`src/rtl/seg_scan_controller.sv`:
```
// Multiplexed seven-segment scanner: latches DIGITS hex nibbles plus decimal points,
// scans them one slot per PRESCALE cycles with PWM brightness and leading-zero blanking.
module seg_scan_controller #(
   parameter int DIGITS   = 4,
   parameter int PRESCALE = 131072,
   parameter int BRIGHT_W = 4
) (
   input  logic                  clock,
   input  logic                  reset,
   input  logic                  load,
   input  logic [4*DIGITS-1:0]   hex_in,
   input  logic [DIGITS-1:0]     dp_in,
   input  logic                  blank_lz,
   input  logic [BRIGHT_W-1:0]   bright,
   output logic [DIGITS-1:0]     cat,
   output logic [6:0]            seg,
   output logic                  dp,
   output logic                  frame_done
);

   localparam int PW = (PRESCALE > 1) ? $clog2(PRESCALE) : 1;
   localparam int IW = (DIGITS > 1) ? $clog2(DIGITS) : 1;
   localparam logic [PW-1:0] PMAX = PW'(PRESCALE - 1);
   localparam logic [IW-1:0] IMAX = IW'(DIGITS - 1);

   typedef enum logic {SLOT_OFF, SLOT_ON} slot_e;

   logic [PW-1:0]       pcnt_q, pcnt_d;
   logic [IW-1:0]       idx_q, idx_d;
   logic [4*DIGITS-1:0] hex_q;
   logic [DIGITS-1:0]   dpr_q;
   logic [DIGITS-1:0]   cat_q;
   logic [6:0]          seg_q;
   logic                dp_q, fd_q;

   logic                tick;
   logic [BRIGHT_W-1:0] phase;
   slot_e               slot_d;
   logic [3:0]          nib;
   logic                dsel, blank, allz;

   function automatic logic [6:0] decode(input logic [3:0] h);
      case (h)
         4'h0: decode = 7'b1000000;
         4'h1: decode = 7'b1111001;
         4'h2: decode = 7'b0100100;
         4'h3: decode = 7'b0110000;
         4'h4: decode = 7'b0011001;
         4'h5: decode = 7'b0010010;
         4'h6: decode = 7'b0000010;
         4'h7: decode = 7'b1111000;
         4'h8: decode = 7'b0000000;
         4'h9: decode = 7'b0010000;
         4'hA: decode = 7'b0001000;
         4'hB: decode = 7'b0000011;
         4'hC: decode = 7'b1000110;
         4'hD: decode = 7'b0100001;
         4'hE: decode = 7'b0000110;
         default: decode = 7'b0001110;
      endcase
   endfunction

   assign tick   = (pcnt_q == PMAX);
   assign pcnt_d = tick ? '0 : pcnt_q + 1'b1;
   assign idx_d  = !tick ? idx_q : (idx_q == IMAX) ? '0 : idx_q + 1'b1;
   assign phase  = pcnt_q[PW-1 -: BRIGHT_W];
   assign slot_d = ((&bright) || (phase < bright)) ? SLOT_ON : SLOT_OFF;

   // Walk from the most significant digit down so allz means "this and every higher nibble is zero".
   always_comb begin
      nib   = '0;
      dsel  = 1'b0;
      blank = 1'b0;
      allz  = 1'b1;
      for (int i = DIGITS - 1; i >= 0; i--) begin
         allz = allz & (hex_q[4*i +: 4] == 4'h0);
         if (idx_q == IW'(i)) begin
            nib   = hex_q[4*i +: 4];
            dsel  = dpr_q[i];
            blank = blank_lz && (i != 0) && allz;
         end
      end
   end

   always_ff @(posedge clock or posedge reset) begin
      if (reset) begin
         pcnt_q <= '0;
         idx_q  <= '0;
         hex_q  <= '0;
         dpr_q  <= '0;
         cat_q  <= '1;
         seg_q  <= 7'h7F;
         dp_q   <= 1'b1;
         fd_q   <= 1'b0;
      end else begin
         pcnt_q <= pcnt_d;
         idx_q  <= idx_d;
         if (load) begin
            hex_q <= hex_in;
            dpr_q <= dp_in;
         end
         cat_q <= (slot_d == SLOT_ON) ? ~(DIGITS'(1) << idx_q) : '1;
         seg_q <= blank ? 7'h7F : decode(nib);
         dp_q  <= ~dsel;
         fd_q  <= tick && (idx_q == IMAX);
      end
   end

   assign cat        = cat_q;
   assign seg        = seg_q;
   assign dp         = dp_q;
   assign frame_done = fd_q;

endmodule

```
`config.mk`:
```
export PLATFORM = sky130hd
export DESIGN_NAME = seg_scan_controller
export DESIGN_NICKNAME = d
export VERILOG_FILES = /design/src/rtl/seg_scan_controller.sv
export SDC_FILE = /design/constraint.sdc
export NUM_CORES = 1
export LEC_CHECK = 0
export ABC_AREA = 1
export CAP_MARGIN = 10
export CORE_UTILIZATION = 55
export CTS_CLUSTER_SIZE = 28
export DETAILED_ROUTE_END_ITERATION = 12
export DONT_BUFFER_PORTS = 1
export PLACE_DENSITY_LB_ADDON = 0.3
export SKIP_CTS_REPAIR_TIMING = 1
export SLEW_MARGIN = 20
export SYNTH_ARGS = -nofsm -noshare
export SYNTH_HDL_FRONTEND = slang
export SYNTH_SLANG_ARGS = --single-unit
```
`constraint.sdc`:
```
create_clock -name clock -period 2.1 [get_ports clock]
set_input_delay 0.525 -clock clock [delete_from_list [all_inputs] [get_ports clock]]
set_output_delay 0.525 -clock clock [all_outputs]
set_load 0.05 [all_outputs]
```
# Yosys cells after proc, flatten, opt, wreduce, memory -nomap -nowiden
# Memories as Yosys holds them, arrays and structs flattened.
# Cells that the tools add are included.
[totals]
ff_bits = 52
mem_bits_ro = 112
out_inout_bits = 13
wordCells = 48
mem_count = 1
[op_classes]
addsub = 2
magnitude_cmp = 1
n_eq_ne = 4
n_shift = 1
mux = 17
n_bitwise = 4
n_reduce_logical = 10
[mem_list]
columns = ["name", "depth", "word_bits", "rd", "rd_clocked_by_memory_dff", "wr", "line_no", "text"]
rows = [
  ["(name not given)", 16, 7, 1, 0, 0, "43", "case (h)"],
]
[ops]
columns = ["cell", "n"]
rows = [
  ["$mux W4", 5],
  ["$add A17 B1 Y17 const B", 1],
  ["$eq A17 B17 Y1 const B", 1],
  ["$mux W17", 1],
  ["$logic_not A4 Y1", 3],
  ["$mux W1", 9],
  ["$mux W7", 1],
  ["$eq A2 B2 Y1 const B", 2],
  ["$logic_and A1 B1 Y1", 4],
  ["$lt A4 B4 Y1", 1],
  ["$not A4 Y4", 1],
  ["$reduce_and A4 Y1", 1],
  ["$shl A1 B2 Y4 const A", 1],
  ["$add A2 B1 Y2 const B", 1],
  ["$and A1 B1 Y1", 2],
  ["$eq A2 B1 Y1 const B", 1],
  ["$logic_not A2 Y1", 1],
  ["$mux W2", 1],
  ["$logic_or A1 B1 Y1", 1],
  ["$not A1 Y1", 1],
]

# Logic depth before layout (Yosys ltp)
[logic_depth]
depth_word = 7
mapped_depth = 13

# Worst setup path before layout
# No wires, ideal clock.
[synth_timing]
kind = "register to register"
startpoint = "reg pcnt_q[0]"
endpoint = "reg pcnt_q[0]"
setup_time_ns = 0.132
t_arrival_ns = 1.905
slack_ns = 0.063
path_stages_with_launch = 12
period_less_slack_ns = 2.037
path_cell_list = "dfrtp_1 -> ha_1 -> nand2_1 -> inv_1 -> nand3_1 -> nor2_4 -> nand3_1 -> nor4_1 -> ha_1 -> clkbuf_1 -> clkbuf_1 -> nor2_1"
[synth_between]
elab_chain_cells = 2
elab_cells_between_ends = 3
classes_between = "1 x add/sub; 1 x eq/ne; 1 x mux"
[synth_rtl]
columns = ["element", "line_no", "text"]
rows = [
  ["start: declaration", "28", "logic [PW-1:0] pcnt_q, pcnt_d;"],
  ["start signal: assignment", "96", "pcnt_q <= pcnt_d;"],
  ["$add A17 B1 Y17 / $eq A17 B17 Y1 (equally long branches)", "64, 63", ""],
  ["$mux W17 (*)", "64", "assign pcnt_d = tick ? '0 : pcnt_q + 1'b1;"],
  ["via pcnt_d[0]", "28", ""],
]
# The timed path passes the listed nets; every way through them passes the cells marked *.
# A chain may end at the register's enable or synchronous reset.

# Worst setup path in the final report
[layout_timing]
startpoint = "reg idx_q[0]"
endpoint = "reg seg_q[1] (netlist: seg[1])"
[layout_between]
elab_chain_cells = 7
elab_cells_between_ends = 14
classes_between = "3 x eq/ne; 9 x mux; 1 x reduce/logical; 1 x memory"
[layout_rtl]
columns = ["element", "line_no", "text"]
rows = [
  ["start: declaration", "29", "logic [IW-1:0] idx_q, idx_d;"],
  ["start signal: assignment", "97", "idx_q <= idx_d;"],
  ["$eq A2 B2 Y1", "77", "if (idx_q == IW'(i)) begin"],
  ["$mux W4 (4 in series)", "77", ""],
  ["$mem_v2 Z16 W7", "n/a", ""],
  ["$mux W7 (*)", "103", "seg_q <= blank ? 7'h7F : decode(nib);"],
  ["end signal: assignment", "103", ""],
  ["end: declaration", "33", "logic [6:0] seg_q;"],
]
# Mark *: on every way between the ends. The rest lies on a longest branch, timed or not.

==> results.json <==
{
  "drt_iter0_drc": 134,
  "rows": 25,
  "syn_area_per_cell_um2": 8.66,
  "final_nets": 373,
  "hpwlAfterDp_um": 3840,
  "maxCapViolCount": 0,
  "yosysTopAreaCell": "dfrtp_1",
  "grt_use_total_pct": 21.7,
  "worstSetupEndpointType": "flip-flop",
  "grt_pass1_wl_um": 8850,
  "fin_skew_ps": 11.3,
  "synth_area_leaders": "dfrtp_1 (36%), dfstp_2 (11%), nand2_1 (8.9%), ha_1 (6.7%), nand3_1 (6.3%)",
  "power_frac_clock_pct": 32.5,
  "syn-instance-count": 321,
  "post-route-cell-area_mm2": 0.00306,
  "p_seq_share_pct": 58.2,
  "min_from": "load",
  "cts_sinks": 52,
  "wl_per_cell_um": 13.0,
  "yosysWarnings": 0,
  "clk_latency_ps": 310,
  "multi_input_area_mm2": 0.00128,
  "start_util_pct": 58.1,
  "clockRootBuffer": "clkbuf_8",
  "drc": 0,
  "area_delta_synth_final_pct": 9.94,
  "hold_ws_ps": 315,
  "grt_overflow": 0,
  "internal_power_uw": 1510,
  "utilization_pct": 63.9,
  "numCtsBuffers": 5,
  "rsz0062_at_grt": "no",
  "p_sw_share_pct": 26.6,
  "grt_pass1_vias": 1996,
  "finalSetupViolCount": 0,
  "seq_area_frac_synth_pct": 47.3,
  "grt_max_degree": 50,
  "die_w_um": 73.1,
  "hp-class": "primary input to flip-flop",
  "drt-total-wl_um": 5180,
  "core_area_mm2": 0.00479,
  "n_fill_cell": 393,
  "placed_area_mm2": 0.00289,
  "ctsHtreeMaxLevel": 2,
  "antenna_found_initial": 0,
  "critPathKind": "flip-flop to flip-flop",
  "portBuffers": 0,
  "cts_tree": "built",
  "dr.pass1.iters": 4,
  "hold_depth": 1,
  "dieArea_mm2": 0.00535,
  "synth.net_count": 364,
  "antenna_left": 0,
  "die_h_um": 73.1,
  "pin_count": 41,
  "min_period_ps": 1900,
  "p_leak_uw": 0.00151,
  "tns_ps": 0,
  "max-slew-margin-rel_pct": 65.3,
  "ys_types": 31,
  "cts_buffer_depth": 2,
  "finalHoldViolations": 0,
  "drive_above_1_share_pct": 18.4,
  "combPwrFrac_pct": 9.3,
  "ir_drop_v": 0.000404,
  "seq_area_mm2": 0.00132,
  "place_congestion": 0.966,
  "cts.clk_slew.worst_paths_ps": 90,
  "vias": 2079,
  "status": "finished clean",
  "min_period_over_period_pct": 90.3,
  "rrSetupSlack_ps": 200,
  "syn_area_mm2": 0.00278,
  "power-per-cell-area_mw_per_mm2": 673,
  "synth.ff_latch_count": 52,
  "tightestPinTransition_ps": 515,
  "viasPerCell": 5.22,
  "cp_max_fo": 6,
  "yosys.area.top_type_share_pct": 36.0,
  "arrival_ps": 2140,
  "reg2regPathDepth": 12,
  "min_to": "hex_q[5]",
  "switchingPower_uw": 548,
  "start_kind": "flip-flop",
  "required_ps": 2340,
  "fmax_mhz": 528,
  "r2r_start": "idx_q[0]",
  "n_antenna_cell": 0,
  "r2r_end": "seg[1]",
  "slew_viol_final": 0
}
## through the flow
stage / power [uW] / setup slack (ps) / instances
2_1_floorplan: 1360 / 62.8 / 321
3_3_place_gp: 1400 / 130 / 389
3_5_place_dp: 1410 / 80.8 / 389
4_1_cts: 2080 / 65.2 / 397
5_1_grt: 2150 / 14.0 / 398
6_report: 2060 / 204 / 398
## cells in the final DEF, fill, tap and decap left out, types with 5 or more instances in the layout
| master | count |
|---|---|
| o21ai_0 | 20 |
| dfrtp_1 | 40 |
| nand3_1 | 35 |
| dfstp_2 | 12 |
| ha_1 | 11 |
| a21oi_1 | 11 |
| buf_4 | 8 |
| inv_2 | 6 |
| nand2_1 | 65 |
| inv_1 | 41 |
| nor2_1 | 29 |
| mux2_2 | 10 |
| clkbuf_8 | 5 |
## sequential cells by signal, indices dropped and copies added, names as in the netlist
name,count
cat,4
dp,1
dpr_q,4
frame_done,1
hex_q,16
idx_q,2
pcnt_q,17
seg,7
## critical path: stages, from the launching register on
cell and delay (ps):
dfrtp_1 440, inv_2 110, ha_4 210, nor2_8 140, nand3_1 90, nand3_1 70, nand2_1 70, buf_4 160
ha_1 290, nand3_1 90, nand2_1 50, inv_1 50, nand2_1 40
## synthesized netlist by cell type
cell type  instances
o211ai_1           1
nor3_1             2
nor4_1             1
nand3_4            1
inv_2              4
buf_2              1
o211a_1            1
nand4_1            4
nand2_2            3
clkbuf_1           4
mux2_2            10
nor3_2             1
dfrtp_1           40
o21ai_1            1
dfstp_2           12
nand3b_1           1
nor2_1            29
a21oi_1           11
a21oi_4            1
nand3_1           35
o21bai_1           2
nand2_4            2
o21ai_0           20
inv_1             43
nand3_2            1
xor2_1             4
nor2_8             1
nand2_1           66
nor2_4             1
ha_1              15
buf_6              3
## final cells by class
| class | instances | area share [%] |
|---|---|---|
| flip-flops and latches | 52 | 43.0 |
| multi-input cells | 214 | 42.0 |
| inverters | 47 | 5.77 |
| repair buffers | 10 | 2.95 |
| well taps | 67 | 2.74 |
| clock buffers | 6 | 2.37 |
| clock inverters | 2 | 1.15 |
## power groups by stage
stage / Combinational [uW] / Sequential [uW] / Clock (uW)
final: 191 / 1200 / 670
after global routing: 222 / 1210 / 722
after CTS: 190 / 1200 / 688
after detailed placement: 189 / 1220 / 0
after global placement: 183 / 1220 / 0
after floorplan: 155 / 1210 / 0
## kinds of logic (layout without fill, tap and decap cells)
logic type | count (synthesis) | after routing | synth area share (%)
compound gates | 37 | 37 | 7.51
xor+xnor | 4 | 4 | 1.26
fa+ha+maj | 15 | 15 | 6.75
buf+inv | 55 | 65 | 8.28
flops | 52 | 52 | 47.3
mux | 10 | 10 | 4.05
simple gates | 148 | 148 | 24.8
## how the worst max path moves through the flow
| stage | end | slack (ps) | cells after the start | start |
|---|---|---|---|---|
| final | seg[1] | 200 | 12 | idx_q[0] |
| after global routing | seg[3] | 10 | 12 | idx_q[0] |
| after CTS | seg[0] | 70 | 11 | idx_q[0] |
| after detailed placement | seg[0] | 80 | 12 | idx_q[1] |
| after global placement | seg[3] | 130 | 11 | idx_q[0] |
| after floorplan | pcnt_q[0] | 60 | 11 | pcnt_q[0] |
## metal layers
layer | track usage, % | wire, um | vias to the layer above
met5 | 0 | 0 | -
met4 | 8.93 | 82 | 0
met3 | 4.42 | 290 | 10
met2 | 35.0 | 2480 | 52
met1 | 28.4 | 2320 | 970
li1 | - | - | 1047
No activity file was read; power rests on OpenSTA's default activity.
